[src/rtl/nn_pkg.sv]
// nn_pkg: shared widths, sequencer FSM states and the ReLU helper
package nn_pkg;
  localparam int ACT_W = 8;
  localparam int ACC_W = 16;
  typedef enum logic [2:0] {LOAD, ISSUE, DRAIN, OUT, CLEAR} state_t;
  function automatic logic [ACC_W-1:0] relu16(input logic signed [ACC_W-1:0] v);
    return v[ACC_W-1] ? '0 : v;
  endfunction
endpackage

[src/rtl/mac_operand_sequencer_weight_ram.sv]
// weight_ram: single-write, combinational-read weight store (not reset)
module weight_ram #(
  parameter int DEPTH = 8,
  parameter int AW = 3,
  parameter int DW = 8
) (
  input  logic          clk,
  input  logic          wr_en,
  input  logic [AW-1:0] wr_addr,
  input  logic [DW-1:0] wr_data,
  input  logic [AW-1:0] rd_addr,
  output logic [DW-1:0] rd_data
);
  logic [DW-1:0] mem [DEPTH];
  always_ff @(posedge clk) if (wr_en) mem[wr_addr] <= wr_data;
  assign rd_data = mem[rd_addr];
endmodule

[src/rtl/mac_operand_sequencer.sv]
// mac_operand_sequencer: feeds x/weight operand pairs to an external MAC, one neuron at a time, and streams ReLU results
module mac_operand_sequencer
  import nn_pkg::*;
#(
  parameter int N = 4,
  parameter int M = 2,
  localparam int AW = $clog2(M*N)
) (
  input  logic             clk,
  input  logic             reset,
  input  logic             s_valid,
  output logic             s_ready,
  input  logic [ACT_W-1:0] s_data,
  input  logic             w_wr_en,
  input  logic [AW-1:0]    w_addr,
  input  logic [ACT_W-1:0] w_data,
  output logic [ACT_W-1:0] mac_a,
  output logic [ACT_W-1:0] mac_b,
  output logic             mac_valid,
  output logic             mac_clear,
  input  logic [ACC_W-1:0] mac_f,
  input  logic             mac_valid_out,
  output logic             m_valid,
  input  logic             m_ready,
  output logic [ACC_W-1:0] m_data
);
  localparam int EW = $clog2(N);
  localparam int NW = M > 1 ? $clog2(M) : 1;
  localparam int CW = $clog2(N+1);
  localparam logic [EW-1:0] E_LAST = EW'(N-1);
  localparam logic [NW-1:0] N_LAST = NW'(M-1);
  localparam logic [CW-1:0] C_FULL = CW'(N);
  state_t state, state_nx;
  logic [EW-1:0] k, elem;
  logic [NW-1:0] neuron;
  logic [CW-1:0] count, count_nx;
  logic [ACT_W-1:0] x_buf [N];
  logic [ACT_W-1:0] w_rd;
  logic [AW-1:0] rd_addr;
  logic beat, pulse, done;
  assign beat = state == LOAD && s_valid;
  // pulses are counted from the first issue cycle so an early MAC response is not lost
  assign pulse = mac_valid_out && (state == ISSUE || state == DRAIN);
  assign count_nx = count + CW'(pulse);
  assign done = state == DRAIN && count_nx == C_FULL;
  assign rd_addr = AW'(neuron) * AW'(N) + AW'(elem);
  weight_ram #(.DEPTH(M*N), .AW(AW), .DW(ACT_W)) u_wram (
    .clk    (clk),
    .wr_en  (w_wr_en && state == LOAD),
    .wr_addr(w_addr),
    .wr_data(w_data),
    .rd_addr(rd_addr),
    .rd_data(w_rd)
  );
  always_ff @(posedge clk) state <= reset ? LOAD : state_nx;
  always_comb begin
    state_nx = state;
    case (state)
      LOAD:    if (beat && k == E_LAST) state_nx = ISSUE;
      ISSUE:   if (elem == E_LAST) state_nx = DRAIN;
      DRAIN:   if (done) state_nx = OUT;
      OUT:     if (m_ready) state_nx = CLEAR;
      CLEAR:   state_nx = neuron == N_LAST ? LOAD : ISSUE;
      default: state_nx = LOAD;
    endcase
  end
  always_comb begin
    s_ready = state == LOAD && !reset;
    mac_valid = state == ISSUE && !reset;
    mac_a = mac_valid ? x_buf[elem] : '0;
    mac_b = mac_valid ? w_rd : '0;
    mac_clear = reset || state == CLEAR;
    m_valid = state == OUT && !reset;
  end
  always_ff @(posedge clk) if (beat) x_buf[k] <= s_data;
  always_ff @(posedge clk) begin
    if (reset) begin
      k <= '0;
      elem <= '0;
      neuron <= '0;
      count <= '0;
      m_data <= '0;
    end else begin
      if (beat) k <= k == E_LAST ? '0 : k + EW'(1);
      if (state == ISSUE) elem <= elem == E_LAST ? '0 : elem + EW'(1);
      if (state == CLEAR) neuron <= neuron == N_LAST ? '0 : neuron + NW'(1);
      count <= state == CLEAR ? '0 : count_nx;
      if (done) m_data <= relu16(mac_f);
    end
  end
endmodule

[config.mk]
export PLATFORM = sky130hd
export DESIGN_NAME = mac_operand_sequencer
export DESIGN_NICKNAME = d
export VERILOG_FILES = /design/src/rtl/nn_pkg.sv /design/src/rtl/mac_operand_sequencer_weight_ram.sv /design/src/rtl/mac_operand_sequencer.sv
export SDC_FILE = /design/constraint.sdc
export NUM_CORES = 1
export LEC_CHECK = 0
export BUFFER_PORTS_ARGS = -buffer_cell sky130_fd_sc_hd__buf_2
export CELL_PAD_IN_SITES_DETAIL_PLACEMENT = 0
export CELL_PAD_IN_SITES_GLOBAL_PLACEMENT = 2
export CORE_UTILIZATION = 46
export CTS_BUF_LIST = sky130_fd_sc_hd__clkbuf_8
export DETAILED_ROUTE_END_ITERATION = 8
export PLACE_DENSITY = 0.95
export REMOVE_ABC_BUFFERS = 1
export SYNTH_ARGS = -nofsm -noshare
export SYNTH_HDL_FRONTEND = slang
export SYNTH_HIERARCHICAL = 1
export SYNTH_SLANG_ARGS = --single-unit
[constraint.sdc]
create_clock -name clk -period 3.8 [get_ports clk]
set_input_delay 0.57 -clock clk [delete_from_list [all_inputs] [get_ports clk]]
set_output_delay 0.57 -clock clk [all_outputs]
set_load 0.005 [all_outputs]
Word-level counts from Yosys, hierarchy flattened
Memory sizes are Yosys's and may differ from the RTL's. A register that Yosys moved wholly into a read port is not among the register bits.
Index checks and enable logic that the tools add are counted.
{"block": "totals", "memories": 2, "in_bits": 41, "word_cells": 56, "register_bits": 27, "mem_bits_rw": 96, "output_inout_bits": 36}
{"name": "u_wram.mem", "depth": 8, "width": 8, "read_ports": 1, "rd_ports_with_merged_regs": 0, "write_ports": 1, "line": "mac_operand_sequencer_weight_ram.sv:14", "source": "logic [DW-1:0] mem [DEPTH];"}
{"name": "x_buf", "depth": 4, "width": 8, "read_ports": 1, "rd_ports_with_merged_regs": 1, "write_ports": 1, "line": "mac_operand_sequencer.sv:37", "source": "logic [ACT_W-1:0] x_buf [N];"}
{"block": "classes", "add_sub_neg": 5, "reduce_logical": 14, "n_mux": 18, "n_eq_ne": 11}
{"operator": "two-way mux 8 bit", "count": 2}
{"operator": "two-way mux 15 bit", "count": 1}
{"operator": "case mux 3 bit (5 select lines)", "count": 1}
{"operator": "two-way mux 3 bit", "count": 4}
{"operator": "logical AND 1 bit", "count": 8}
{"operator": "two-way mux 2 bit", "count": 4}
{"operator": "== test 3 x 2 -> 1 bit (second input constant)", "count": 2}
{"operator": "== test 3 bit (second input constant)", "count": 2}
{"operator": "two-way mux 1 bit", "count": 6}
{"operator": "adder 2 x 1 -> 2 bit (second input constant)", "count": 2}
{"operator": "== test 2 bit (second input constant)", "count": 2}
{"operator": "inequality test 2 x 1 -> 1 bit (second input constant)", "count": 2}
{"operator": "inequality test 2 bit (second input constant)", "count": 2}
{"operator": "AND reduction 4 bit", "count": 1}
{"operator": "adder 3 x 1 -> 3 bit", "count": 1}
{"operator": "adder 3 x 2 -> 3 bit", "count": 1}
{"operator": "== test 3 x 1 -> 1 bit (second input constant)", "count": 1}
{"operator": "zero test 3 bit", "count": 1}
{"operator": "logical OR 1 bit", "count": 2}
{"operator": "OR reduction 2 bit", "count": 1}
{"operator": "adder 1 bit (second input constant)", "count": 1}
{"operator": "zero test 1 bit", "count": 1}

Depth between registers and ports, before layout
Gate-level depths: netlist (run 1).
{"block": "depth", "word_depth": 8, "mapped_depth": 11, "mapped_depth_nobuf": 8}

Hierarchy
Netlist (run 1), hierarchy kept.
{"mod": "mac_operand_sequencer", "n_inst": 1, "cells_each": 206, "area_per_inst_um2": 2571.2, "seq_area_each_um2": 1521.5}
{"mod": "weight_ram", "n_inst": 1, "cells_each": 106, "area_per_inst_um2": 2531.2, "seq_area_each_um2": 1921.8}

Worst setup path after synthesis (run 1)
No wires, ideal clock.
{"block": "synth_timing", "kind": "register -> register", "start": "register state[1]", "end": "register m_data[4]", "required_time_ns": 3.668, "path_stages_with_launch": 11, "setup_ns": 0.132, "arrival_time_ns": 2.107, "setup_slack_ns": 1.561, "path_buffers": 3, "period_less_slack_ns": 2.239, "path_cell_list": "dfxtp_1 -> buf_2 -> xnor2_1 -> nor3b_1 -> ha_1 -> ha_1 -> or4b_1 -> buf_2 -> buf_6 -> nand2_1 -> a21oi_1"}
{"block": "synth_between", "elab_chain_cells": 6}
{"item": "start: declaration", "line": "mac_operand_sequencer.sv:33", "source": "state_t state, state_nx;"}
{"item": "start signal: assignment", "line": "mac_operand_sequencer.sv:55", "source": "always_ff @(posedge clk) state <= reset ? LOAD : state_nx;"}
{"item": "== test 3 x 1 -> 1 bit or == test 3 x 2 -> 1 bit (tied branches)", "line": "mac_operand_sequencer.sv:43", "source": "assign pulse = mac_valid_out && (state == ISSUE || state == DRAIN);"}
{"item": "logical OR 1 bit *", "line": "mac_operand_sequencer.sv:43"}
{"item": "logical AND 1 bit *", "line": "mac_operand_sequencer.sv:43"}
{"item": "adder 3 x 1 -> 3 bit *", "line": "mac_operand_sequencer.sv:44", "source": "assign count_nx = count + CW'(pulse);"}
{"item": "net count_nx[1]", "line": "mac_operand_sequencer.sv:36", "source": "logic [CW-1:0] count, count_nx;"}
{"item": "== test 3 bit *", "line": "mac_operand_sequencer.sv:45", "source": "assign done = state == DRAIN && count_nx == C_FULL;"}
{"item": "logical AND 1 bit *", "line": "mac_operand_sequencer.sv:45"}
{"item": "end signal: assignment", "line": "mac_operand_sequencer.sv:88", "source": "if (done) m_data <= relu16(mac_f);"}
{"item": "end: declaration", "line": "mac_operand_sequencer.sv:25", "source": "output logic [ACC_W-1:0] m_data"}
The timed path passes the listed nets; every way through them passes the cells marked *.
A chain may end at the register's enable or synchronous reset.

Worst setup path in the final report (run 1)
{"block": "layout_timing", "start": "register elem[0]", "end": "output port mac_b[7]"}
{"block": "layout_between", "elab_chain_cells": 3}
{"item": "start: declaration", "line": "mac_operand_sequencer.sv:34", "source": "logic [EW-1:0] k, elem;"}
{"item": "start signal: assignment", "line": "mac_operand_sequencer.sv:85", "source": "if (state == ISSUE) elem <= elem == E_LAST ? '0 : elem + EW'(1);"}
{"item": "adder 3 x 2 -> 3 bit", "line": "mac_operand_sequencer.sv:46", "source": "assign rd_addr = AW'(neuron) * AW'(N) + AW'(elem);"}
{"item": "memory read (8 x 8 bit)"}
{"item": "net w_rd[7]", "line": "mac_operand_sequencer.sv:38", "source": "logic [ACT_W-1:0] w_rd;"}
{"item": "two-way mux 8 bit", "line": "mac_operand_sequencer.sv:71", "source": "mac_b = mac_valid ? w_rd : '0;"}
{"item": "end: declaration", "line": "mac_operand_sequencer.sv:18", "source": "output logic [ACT_W-1:0] mac_b,"}
The timed path passes the listed nets, and every way through them passes these cells.

==> results.toml, run 1 <==
[detailed_routing]
detail_route.first_pass.iterations = 4
via_per_inst = 5.24
route.vias.total = 2842
drtAntennaViolNets = 0
drt-wirelength-per-cell_um = 16.6
drtIter0Drc = 156
route.detailed.drc = 0
drt_wl_total_mm = 8.99

[clock_network]
clock_sinks = 124
h-tree-depth = 4
postCtsSetupRepairBufs = 0
clock_latency_ps = 430
cts_root_buffer = "clkbuf_8"
cts-resized-gates = 0
cts_buffers = 17
path_clk_slew_ps = 70
cts_tree = "done"
cts_hold_buf = 0
clockBufferDepth = 2

[final_layout]
antenna_cells = 0
drive_above_1_share_pct = 32.8
area_growth_pct = 17.1
fill_cells = 877
fin_nets = 437

[yosys]
synth_fa_ha_area_share_pct = 1.72
synth.area.mux_share_pct = 14.1
synth-seq-cells = 124
async_flop_share_pct = 0
synth_edf_count = 96
synth.distinct_cells = 35
synth_xor_area_share_pct = 0.515
yosys-top-cells-area = "edfxtp_1, dfxtp_1, mux4_1"
synth_top_family_by_area = "multiplexers"
yosysWarnings = 6
synth_most_common_cell = "edfxtp_1"
syn_area_um2 = 5100
yosysTopAreaCell = "edfxtp_1"
syn-mean-instance-area_um2 = 16.4
synthCells = 312
synth-compound-area-share_pct = 2.11
yosysTopAreaCellShare_pct = 56.5
ys_seq_area_share_pct = 67.5
synthTopCellsByCount = "edfxtp_1, dfxtp_1, nand2_1, and2_1, a21oi_1"
synthFlopType = "edfxtp_1"
synthSimpleGateAreaFrac_pct = 11.5

[place]
gp_congestion = 0.711
hpwl_mm = 5.87
io_buffers = 75

[timing]
timing.slew.headroom_pct = 30.6
worst_slew_pin_slew_ps = 1040
finalSetupViolations = 0
hold_viol = 0
slew_viol_final = 0
fmax_mhz = 327
rsz0062_at_grt = "no"
tns_ps = 0
skew_ps = 9.21
post-route-min-period_ps = 3060
period_share_pct = 80.5

[worst_setup_path]
critPathLaunchType = "flip-flop"
critical_path_class = "flip-flop to primary output"
worst_setup_path_end_kind = "primary output"
worstPathMaxFanout = 11
crit_required_ps = 3230
arrival_ps = 2490

[run]
cap_violations = 0

[floorplan]
dieHeight_um = 107
top_level_ports = 77
dieArea_um2 = 11500
start_util_pct = 47.1
core_um2 = 10800
fp-row-count = 38
die_w_um = 107

[grt]
grt.overflow.total = 0
grt_pass1_wl_mm = 14.0
grt_max_degree = 27
grt_pass1_vias = 2751
antenna_found_initial = 0
grtUsageTotal_pct = 16.8

[power]
total_power_uw = 3150
leakagePower_uw = 0.00216
ir_drop_mv = 0.213
power_density_nw_per_um2 = 526

[status]
status = "finished clean"

[hold_path]
hold_path_class = "input port to flip-flop"
## final timing paths
check | from | end | cells past startpoint | slack [ps]
worst max-delay path | elem[0]$_SDFFE_PP0N_ | mac_b[7] | 5 | 740
worst min-delay path | s_data[3] | x_buf[0][3]$_DFFE_PP_ | 1 | 360
worst min register to register | m_data[5]$_SDFFE_PP0P_ | m_data[5]$_SDFFE_PP0P_ | 2 | 450
worst max register to register | state[1]$_SDFFE_PP0P_ | m_data[1]$_SDFFE_PP0P_ | 7 | 1190
## per-layer routing
layer	up-vias	share of wire, %	wire length (um)	global-route usage [%]
met2	67	49	4420	26.7
met1	1416	45	4030	21.2
met3	14	4.5	405	5.63
met4	0	1.4	129	7.05
li1	1345	-	-	-
met5	-	0	0	0
## report_power, final
group          total [uW]  switching [uW]  leakage, uW  internal, uW
sequential           1600            58.5      0.00110          1540
clock                1200             542     0.000201           659
combinational         348             163     0.000863           185
total                3150             763      0.00216          2380
## layout by cell type, fill, tap and decap left out, types with 4 or more instances in the layout
cell type,Yosys,routed
and2_1,20,20
ha_1,7,7
a21oi_1,19,19
clkbuf_8,0,17
dfxtp_1,28,28
mux4_2,9,9
and3_1,4,4
clkinvlp_4,0,4
buf_2,5,75
mux4_1,15,15
edfxtp_1,96,96
nor2_1,11,11
nand2b_1,4,4
nand2_1,26,26
nand3b_1,16,16
mux2_2,9,9
## layout make-up
class                      instances  area, um^2  share of cell area [%]
sequential                       124        3440                    57.6
clock buffer                      17         234                    3.92
clock inverter                    15         189                    3.16
timing repair buffer              77         390                    6.53
inverter                           3        11.3                   0.188
tap                              140         175                    2.93
multi-input combinational        166        1530                    25.6
## stage by stage
step	hold WS, ps	instances	worst slack (ps)	utilization [%]	cell area [um^2]
after floorplan	442	293	1470	-	4980
after global placement	436	510	1030	51.2	5550
after detailed placement	442	510	930	51.2	5550
after CTS	326	542	698	55.1	5980
after global routing	333	542	604	55.1	5980
final	355	542	742	55.1	5980
## sequential cells by signal, summed over array words and instances (netlist names), named ones only
register	cells
u_wram/mem	64
state	3
m_data	15
elem	2
neuron	1
count	3
k	2
x_buf	32
## worst max-delay path, cell delays in order (launching register included)
cell and delay, ps:
dfxtp_1 650, buf_4 310, mux4_1 560, mux2_2 290, and2_1 140, buf_2 120
## cell families (layout without fill, tap and decap cells)
kind of cell,Yosys count,after routing
XOR/XNOR,3,3
other,1,1
AO/OA/AOI/OAI,21,21
AND/OR/NAND/NOR,99,99
flip-flops,124,124
multiplexers,35,35
adder cells (fa/ha/maj),7,7
buffers and inverters,22,112
No activity file was read; power rests on OpenSTA's default activity.
==> inputs of run 2 (changes only) <==
--- a/config.mk
+++ b/config.mk
@@ -5,13 +5,14 @@
 export SDC_FILE = /design/constraint.sdc
 export NUM_CORES = 1
 export LEC_CHECK = 0
+export ABC_AREA = 1
 export BUFFER_PORTS_ARGS = -buffer_cell sky130_fd_sc_hd__buf_2
 export CELL_PAD_IN_SITES_DETAIL_PLACEMENT = 0
 export CELL_PAD_IN_SITES_GLOBAL_PLACEMENT = 2
-export CORE_UTILIZATION = 46
+export CORE_UTILIZATION = 34
 export CTS_BUF_LIST = sky130_fd_sc_hd__clkbuf_8
 export DETAILED_ROUTE_END_ITERATION = 8
-export PLACE_DENSITY = 0.95
+export PLACE_DENSITY = 0.86
 export REMOVE_ABC_BUFFERS = 1
 export SYNTH_ARGS = -nofsm -noshare
 export SYNTH_HDL_FRONTEND = slang
==> constraint.sdc (replaced) <==
create_clock -name clk -period 2.7 [get_ports clk]
set_input_delay 0.405 -clock clk [delete_from_list [all_inputs] [get_ports clk]]
set_output_delay 0.405 -clock clk [all_outputs]
set_load 0.005 [all_outputs]
==> results.toml, run 2 <==
[grt]
grt_pass1_vias = 3834
grtUsageTotal_pct = 15.3
grt.overflow.total = 0
grt_pass1_wl_mm = 19.2
grt_max_degree = 35
antenna_found_initial = 0

[floorplan]
core_um2 = 15900
top_level_ports = 77
dieHeight_um = 130
dieArea_um2 = 16800
fp-row-count = 46
die_w_um = 130
start_util_pct = 34.8

[yosys]
yosysWarnings = 6
synth_most_common_cell = "nand2_1"
yosys-top-cells-area = "edfxtp_1, dfxtp_1, nand2_1"
async_flop_share_pct = 0
synth.distinct_cells = 30
synthTopCellsByCount = "nand2_1, inv_1, edfxtp_1, nor2_1, nand3_1"
synth-seq-cells = 124
syn_area_um2 = 5530
ys_seq_area_share_pct = 62.3
synthCells = 573
yosysTopAreaCellShare_pct = 52.1
synth_edf_count = 96
syn-mean-instance-area_um2 = 9.65
synthFlopType = "edfxtp_1"
yosysTopAreaCell = "edfxtp_1"

[place]
io_buffers = 75
hpwl_mm = 7.72
dp.cells = 859
gp_congestion = 0.723

[power]
p_int_uw = 3630
power_density_nw_per_um2 = 832
comb_power_share_pct = 25.4
ir_drop_mv = 0.302
clockPowerShare_pct = 31.1
switching_share_pct = 33.3
power_frac_seq_pct = 43.4
power_switching_uw = 1820
leakagePower_uw = 0.00292

[clock_network]
cts-resized-gates = 0
h-tree-depth = 4
cts_buffers = 17
cts_tree = "done"
cts_root_buffer = "clkbuf_8"
cts_hold_buf = 0
path_clk_slew_ps = 80
clock_sinks = 124
clockBufferDepth = 2
clock_latency_ps = 440
postCtsSetupRepairBufs = 0

[timing]
timing.slew.headroom_pct = 55.7
slew_viol_final = 0
worst_slew_pin_slew_ps = 664
rsz0062_at_grt = "no"
hold_viol = 0
post-route-min-period_ps = 2380
skew_ps = 7.56
tns_ps = 0
finalSetupViolations = 0
fmax_mhz = 421
period_share_pct = 88.1

[detailed_routing]
drt-wirelength-per-cell_um = 13.4
via_per_inst = 4.44
detail_route.first_pass.iterations = 4
drtAntennaViolNets = 0
drtIter0Drc = 194
route.vias.total = 3952
drt_wl_total_mm = 11.9
route.detailed.drc = 0

[final_layout]
drive_above_1_share_pct = 21.5
largest_reg_flops = 64
finalNonFillerCells = 891
fill_cells = 1569
layout_common_cells = "nand2_1, inv_1, edfxtp_1"
antenna_cells = 0
fin_nets = 710
mostFrequentLayoutCell = "nand2_1"
area_growth_pct = 18.5
largest-register = "u_wram/mem"
top_regs = "u_wram/mem (64), x_buf (32), m_data (15)"

[worst_setup_path]
slowest_delay_ps = 400
slowest_stage = "dfxtp_1"
worst_setup_path_end_kind = "flip-flop"
worstPathMaxFanout = 18
crit_family = "simple AND/OR/NAND/NOR gates"
critPathLaunchType = "flip-flop"
path_buf_inv = 2
crit_required_ps = 3070
arrival_ps = 2740
critical_path_class = "flip-flop to flip-flop"
path_cells = "inv_4 -> nand2_2 -> nor2_4 -> inv_4 -> a21boi_0 -> ha_1 -> ha_1 -> nor2_2 -> nand3_4 -> nor2_8 -> nand3_1 -> a21oi_1"

[run]
cap_violations = 0

[status]
status = "finished clean"

[hold_path]
hold_path_class = "input port to flip-flop"
==> run 2: changes by cell type in the layout (fill, tap and decap cells not counted), sizes merged, moves of 9 or more <==
cell	change
inv	+104
nand2	+94
and2	-20
o21ai	+38
nand3	+48
nor2	+57
mux4	-24
a21oi	+9
mux2	-9
nand3b	-16
buf	+16
==> run 2: final cells by class <==
class,count,area [um^2],share of cell area (%)
inverters,106,405,6.19
clock buffers,17,234,3.57
clock inverters,15,186,2.84
flip-flops and latches,124,3440,52.5
repair buffers,93,510,7.79
well taps,216,270,4.12
multi-input cells,320,1500,22.9
==> run 2: final timing paths <==
path / depth (start not counted) / to / startpoint / slack, ps
max: 12 / m_data[14]$_SDFFE_PP0P_ / state[2]$_SDFFE_PP0P_ / 320
min: 1 / x_buf[1][1]$_DFFE_PP_ / s_data[1] / 180
max reg2reg: 12 / m_data[14]$_SDFFE_PP0P_ / state[2]$_SDFFE_PP0P_ / 320
min reg2reg: 2 / m_data[1]$_SDFFE_PP0P_ / m_data[1]$_SDFFE_PP0P_ / 480
==> run 2: cell families after synthesis <==
family / after synthesis / share of synthesized area, %
fa+ha+maj: 7 / 1.58
simple gates: 242 / 19.0
flops: 124 / 62.3
buf+inv: 129 / 10.5
compound gates: 70 / 6.52
other cells: 1 / 0.0678
==> run 2: power by group through the flow <==
stage | registers [uW] | clock network [uW] | logic [uW]
2_1_floorplan | 2420 | 0 | 881
3_3_place_gp | 2400 | 0 | 1380
3_5_place_dp | 2410 | 0 | 1410
4_1_cts | 2370 | 1750 | 1410
5_1_grt | 2390 | 1830 | 1620
6_report | 2370 | 1700 | 1390
==> run 2: metal layers <==
metal | track usage, % | wire length (um) | up-vias
li1 | - | - | 2013
met1 | 19.3 | 5350 | 1809
met2 | 25.0 | 5740 | 116
met3 | 4.46 | 735 | 14
met4 | 5.20 | 104 | 0
met5 | 0 | 0 | -
==> run 2: metrics by stage <==
step	util, %	hold WS (ps)	setup WS [ps]	power [uW]	instance area (um^2)
finish	41.3	176	322	5450	6550
global route	41.3	142	130	5830	6550
CTS	41.3	141	298	5530	6550
detailed placement	38.6	467	338	3820	6130
global placement	38.6	466	426	3790	6130
floorplan	-	464	656	3300	5350
